--- src/rtl/idle_ctrl_unit_if.sv ---
// Commit-side IDLE handshake between the commit stage, the idle controller and pipeline control.
// IdleCycleCnt exists only when IDLE_CNT_EN is defined.
interface idle_ctrl_unit_if #(
  parameter int PC_W  = 32,
  parameter int INT_W = 13
);
  logic             CmtIdleValid;
  logic [PC_W-1:0]  CmtIdlePc;
  logic             StoreBufEmpty;
  logic [INT_W-1:0] IntPending;
  logic             IdleFlashAble;
  logic             IDleStopAble;
  logic             WakeValid;
  logic [PC_W-1:0]  WakePc;
  logic             IdleBusy;
`ifdef IDLE_CNT_EN
  logic [31:0]      IdleCycleCnt;
`endif

  modport master (
    output CmtIdleValid,
    output CmtIdlePc,
    output StoreBufEmpty,
    output IntPending,
    input  IdleFlashAble,
    input  IDleStopAble,
    input  WakeValid,
    input  WakePc,
    input  IdleBusy
`ifdef IDLE_CNT_EN
    , input IdleCycleCnt
`endif
  );

  modport slave (
    input  CmtIdleValid,
    input  CmtIdlePc,
    input  StoreBufEmpty,
    input  IntPending,
    output IdleFlashAble,
    output IDleStopAble,
    output WakeValid,
    output WakePc,
    output IdleBusy
`ifdef IDLE_CNT_EN
    , output IdleCycleCnt
`endif
  );
endinterface

--- src/rtl/idle_ctrl_unit.sv ---
// IDLE instruction controller: flush, drain the store buffer, hold fetch until an interrupt, then wake.
// Optional IDLE_CNT_EN adds a saturating count of stopped cycles on IdleCycleCnt.
//
// state | meaning
// RUN   | normal execution, waiting for an IDLE commit
// FLUSH | one-cycle pipeline flush request
// DRAIN | waiting for the store buffer to empty
// STOP  | fetch and issue held until an interrupt is pending
// WAKE  | one-cycle redirect to the instruction after the IDLE
module idle_ctrl_unit #(
  parameter int PC_W  = 32,
  parameter int INT_W = 13
) (
  input logic         Clk,
  input logic         Rest,
  idle_ctrl_unit_if.slave bus
);

  typedef enum logic [2:0] {
    RUN   = 3'd0,
    FLUSH = 3'd1,
    DRAIN = 3'd2,
    STOP  = 3'd3,
    WAKE  = 3'd4
  } state_t;

  state_t           state;
  logic             wake_sticky;
  logic [INT_W-1:0] int_vec;
  logic             int_any;
  logic [PC_W-1:0]  next_pc;

  assign int_vec = bus.IntPending;
  assign int_any = |int_vec;
  assign next_pc = bus.CmtIdlePc + PC_W'(4);

  always_ff @(posedge Clk) begin
    if (Rest) begin
      state             <= RUN;
      wake_sticky       <= 1'b0;
      bus.IdleFlashAble <= 1'b0;
      bus.IDleStopAble  <= 1'b0;
      bus.WakeValid     <= 1'b0;
      bus.WakePc        <= '0;
      bus.IdleBusy      <= 1'b0;
    end else begin
      case (state)
        RUN: begin
          if (bus.CmtIdleValid) begin
            state             <= FLUSH;
            bus.WakePc        <= next_pc;
            bus.IdleFlashAble <= 1'b1;
            bus.IdleBusy      <= 1'b1;
          end
        end
        FLUSH: begin
          state             <= DRAIN;
          bus.IdleFlashAble <= 1'b0;
          if (int_any) wake_sticky <= 1'b1;
        end
        DRAIN: begin
          if (int_any) wake_sticky <= 1'b1;
          // an interrupt arriving together with the drain still skips STOP
          if (bus.StoreBufEmpty) begin
            if (wake_sticky || int_any) begin
              state         <= WAKE;
              bus.WakeValid <= 1'b1;
            end else begin
              state            <= STOP;
              bus.IDleStopAble <= 1'b1;
            end
          end
        end
        STOP: begin
          if (int_any) begin
            state            <= WAKE;
            bus.IDleStopAble <= 1'b0;
            bus.WakeValid    <= 1'b1;
          end
        end
        WAKE: begin
          state         <= RUN;
          bus.WakeValid <= 1'b0;
          bus.IdleBusy  <= 1'b0;
          wake_sticky   <= 1'b0;
        end
        default: begin
          state             <= RUN;
          wake_sticky       <= 1'b0;
          bus.IdleFlashAble <= 1'b0;
          bus.IDleStopAble  <= 1'b0;
          bus.WakeValid     <= 1'b0;
          bus.IdleBusy      <= 1'b0;
        end
      endcase
    end
  end

`ifdef IDLE_CNT_EN
  always_ff @(posedge Clk) begin
    if (Rest) begin
      bus.IdleCycleCnt <= '0;
    end else if (bus.IDleStopAble && (bus.IdleCycleCnt != 32'hFFFF_FFFF)) begin
      bus.IdleCycleCnt <= bus.IdleCycleCnt + 32'd1;
    end
  end
`endif

endmodule

--- src/flat_wrapper.sv ---
// flat-port wrapper written by rule: the top's interface ports become plain ports
module idle_ctrl_unit_flat 
#(
  parameter int PC_W  = 32,
  parameter int INT_W = 13
)
  (Clk, Rest, bus_CmtIdleValid, bus_CmtIdlePc, bus_StoreBufEmpty, bus_IntPending, bus_IdleFlashAble, bus_IDleStopAble, bus_WakeValid, bus_WakePc, bus_IdleBusy);
  idle_ctrl_unit_if #(.PC_W(PC_W), .INT_W(INT_W)) bus_i ();
  input logic Clk;
  input logic Rest;
  input wire logic [$bits(bus_i.CmtIdleValid)-1:0] bus_CmtIdleValid;
  input wire logic [$bits(bus_i.CmtIdlePc)-1:0] bus_CmtIdlePc;
  input wire logic [$bits(bus_i.StoreBufEmpty)-1:0] bus_StoreBufEmpty;
  input wire logic [$bits(bus_i.IntPending)-1:0] bus_IntPending;
  output wire logic [$bits(bus_i.IdleFlashAble)-1:0] bus_IdleFlashAble;
  output wire logic [$bits(bus_i.IDleStopAble)-1:0] bus_IDleStopAble;
  output wire logic [$bits(bus_i.WakeValid)-1:0] bus_WakeValid;
  output wire logic [$bits(bus_i.WakePc)-1:0] bus_WakePc;
  output wire logic [$bits(bus_i.IdleBusy)-1:0] bus_IdleBusy;
  assign bus_i.CmtIdleValid = bus_CmtIdleValid;
  assign bus_i.CmtIdlePc = bus_CmtIdlePc;
  assign bus_i.StoreBufEmpty = bus_StoreBufEmpty;
  assign bus_i.IntPending = bus_IntPending;
  assign bus_IdleFlashAble = bus_i.IdleFlashAble;
  assign bus_IDleStopAble = bus_i.IDleStopAble;
  assign bus_WakeValid = bus_i.WakeValid;
  assign bus_WakePc = bus_i.WakePc;
  assign bus_IdleBusy = bus_i.IdleBusy;
  idle_ctrl_unit #(.PC_W(PC_W), .INT_W(INT_W)) u_core (.Clk(Clk), .Rest(Rest), .bus(bus_i));
endmodule
--- config.mk ---
export PLATFORM = sky130hd
export DESIGN_NAME = idle_ctrl_unit_flat
export DESIGN_NICKNAME = d
export VERILOG_FILES = /design/src/rtl/idle_ctrl_unit_if.sv /design/src/rtl/idle_ctrl_unit.sv /design/src/flat_wrapper.sv
export SDC_FILE = /design/constraint.sdc
export NUM_CORES = 1
export LEC_CHECK = 0
export BUFFER_PORTS_ARGS = -buffer_cell sky130_fd_sc_hd__buf_4
export CELL_PAD_IN_SITES_DETAIL_PLACEMENT = 2
export CELL_PAD_IN_SITES_GLOBAL_PLACEMENT = 2
export CORE_MARGIN = 8
export CORE_UTILIZATION = 23
export CTS_CLUSTER_DIAMETER = 100
export DETAILED_ROUTE_END_ITERATION = 16
export PLACE_DENSITY = 0.81
export SLEW_MARGIN = 20
export SYNTH_ARGS = -nofsm -noshare
export SYNTH_HDL_FRONTEND = slang
export SYNTH_SLANG_ARGS = --single-unit
--- constraint.sdc ---
create_clock -name Clk -period 1.8 [get_ports Clk]
set_input_delay 0.18 -clock Clk [delete_from_list [all_inputs] [get_ports Clk]]
set_output_delay 0.18 -clock Clk [all_outputs]
set_load 0.005 [all_outputs]
==> flow_summary.toml <==
[setup_path]
cp_slowest_stage_delay_ns = 0.52
cp.required_ns = 2.00
worstPathArrival_ns = 1.91
worstSetupStartpointType = "primary input"
path_max_fanout = 16
crit_type = "in -> reg"
critPathSlowestCell = "or4_1"
end_kind = "flip-flop"
cp_cell_sequence = "buf_4 -> nand4_1 -> or4_1 -> buf_4 -> or4_1 -> a311oi_2"

[place]
portBuffers = 84
placedCellCount = 456
dp_hpwl_um = 6440
gp_congestion = 0.788

[sta]
fin_worst_skew_ns = 0.00748
max_freq_mhz = 585
finalHoldViolCount = 0
rsz0062_at_grt = "no"
drv_slew = 0
setup_viol = 0
period_needed_ns = 1.71
tightest_slew_ns = 0.389
fin_crit_sh = 0.949
slew_headroom = 0.739

[synth]
seq_area_frac_synth = 0.388
syn_area_sq_um = 2060
yosys-top-cells-area = "dfxtp_1, nor2_1, a311oi_1"
synth.distinct_cells = 37
synth_top_area_cell = "dfxtp_1"
synth-seq-cells = 40
syn-mean-instance-area_sq_um = 8.12
syn-num-nets = 304
synth_top_area_frac = 0.388
yosysWarnings = 0
synthCells = 254

[final_layout]
fin_nets = 405
layout_common_cells = "buf_4, dfxtp_1, nor2_1"
n_antenna_cell = 0
fin_util = 0.352
final_common_cell = "buf_4"
area_growth_syn_to_layout_pct = 48.8
drive_gt1_frac = 0.346
stdcell_count = 463

[drt]
routedWlPerCell_um = 17.2
vias = 2361
wl_um = 7960
ant_nets = 0
drt-initial-drc-count = 48
drc_errors = 0
routed_via_density = 5.10
firstDrtPassIters = 3

[power]
p_leak_nw = 1.24
p_per_area_nw_per_um2 = 692
total_power_mw = 2.12
switching_share = 0.291
switching_power_mw = 0.618
p_clk_frac = 0.275
p_int_mw = 1.51
comb_power_share = 0.249
p_seq_frac = 0.476
peakVddDrop_mv = 0.297

[clocking]
clock_latency_ns = 0.29
cts_sinks = 40
clock_path_buffers = 2
postCtsHoldBufs = 0
cts.reportedPaths.clkPinSlew_ns = 0.08
numCtsBuffers = 5
clock_tree.root_cell = "clkbuf_8"
cts_tree = "yes"
cts_resized = 0
htreeDepth = 2
post_cts_buffers = 0

[global_route]
track_usage = 0.127
antenna_found_initial = 0
grt_max_degree = 35
grt_pass1_wl_um = 13000
grt.overflow.total = 0
grt_pass1_vias = 2559

[job]
cap_violations = 0

[floorplan]
num_rows = 34
coreArea_sq_um = 8720
die_h_um = 111
die-area_sq_um = 12300
io_pins = 85
die_w_um = 111
initial_core_util = 0.236

[worst_hold_path]
hp-class = "in -> reg"

[status]
outcome = "completed"
-- logic make-up (layout without fill, tap and decap cells) --
logic type | Yosys count | in the layout | synth area share
compound gates | 63 | 63 | 0.226
mux | 1 | 1 | 0.00485
flops | 40 | 40 | 0.388
fa+ha+maj | 1 | 1 | 0.00607
buf+inv | 28 | 129 | 0.0516
xor+xnor | 12 | 12 | 0.0510
simple gates | 109 | 109 | 0.272
-- state kept, by name (all words and copies together), names as in the netlist --
signal / cells
u_core.bus.WakePc: 32
u_core.state: 3
u_core.bus.IDleStopAble: 1
u_core.bus.IdleBusy: 1
u_core.bus.IdleFlashAble: 1
u_core.bus.WakeValid: 1
u_core.wake_sticky: 1
-- worst paths after layout --
path                                            from  cells after the start  slack (ns)               endpoint
worst max register to register       u_core.state[1]                      4        0.37  u_core.bus.WakePc[25]
worst min register to register  u_core.bus.WakeValid                      2        0.47   u_core.bus.WakeValid
worst min-delay path                bus_CmtIdlePc[2]                      2         0.1   u_core.bus.WakePc[2]
worst max-delay path               bus_CmtIdlePc[21]                      6        0.09  u_core.bus.WakePc[25]
-- metal layers --
layer,routed length (um),global-route usage
met2,4050,0.223
met3,358,0.0357
met4,90,0.0333
met5,0,0
met1,3470,0.146
-- critical path: cells and delay by family --
kind | cells | cell delay, ns
AOI/OAI and AO/OA | 1 | 0.25
buffers and inverters | 2 | 0.29
and+or+nand+nor | 3 | 1.18
-- area by class of cell --
type	instances	area, sq um
sequential	40	801
inverter	10	37.5
tap	108	135
clock inverter	1	5.00
timing repair buffer	112	841
fill	1023	5650
clock buffer	6	72.6
multi-input combinational	186	1180
-- power groups by stage --
| stage | combinational, mW | clock [mW] | sequential, mW |
|---|---|---|---|
| floorplan | 0.206 | 0 | 1.03 |
| global placement | 0.518 | 0 | 1.03 |
| detailed placement | 0.539 | 0 | 1.03 |
| CTS | 0.541 | 0.615 | 1.01 |
| global route | 0.586 | 0.650 | 1.02 |
| finish | 0.528 | 0.584 | 1.01 |
-- per-stage QoR --
| step | setup WS, ns | hold WS (ns) | area, sq um | setup TNS, ns |
|---|---|---|---|---|
| after CTS | 0.0756 | 0.0793 | 3060 | 0 |
| after global routing | 0.0112 | 0.0833 | 3070 | 0 |
| final | 0.0920 | 0.0958 | 3070 | 0 |
| after global placement | -0.157 | 0.399 | 2980 | -0.912 |
| after floorplan | 0.0598 | 0.276 | 2070 | 0 |
| after detailed placement | -0.220 | 0.407 | 2980 | -1.38 |
-- synthesized netlist by cell type --
| cell | number |
|---|---|
| a211o_1 | 1 |
| a211oi_1 | 13 |
| a21oi_1 | 7 |
| a311oi_1 | 14 |
| a31o_2 | 1 |
| a31oi_1 | 3 |
| and3_1 | 2 |
| and4_1 | 3 |
| buf_2 | 1 |
| clkbuf_1 | 17 |
| dfxtp_1 | 40 |
| ha_1 | 1 |
| inv_1 | 10 |
| mux2i_1 | 1 |
| nand2_1 | 15 |
| nand2b_1 | 1 |
| nand3_1 | 9 |
| nand3_2 | 1 |
| nand4_1 | 9 |
| nor2_1 | 36 |
| nor2b_1 | 1 |
| nor3_1 | 7 |
| nor4_1 | 6 |
| nor4b_1 | 1 |
| o211a_1 | 1 |
| o21ai_0 | 7 |
| o21bai_1 | 1 |
| o221ai_1 | 1 |
| o31a_1 | 2 |
| o31ai_1 | 10 |
| o32a_1 | 2 |
| or2_0 | 1 |
| or2_2 | 1 |
| or3_1 | 5 |
| or4_1 | 11 |
| xnor2_1 | 8 |
| xor2_1 | 4 |
(Power assumes the default switching activity.)
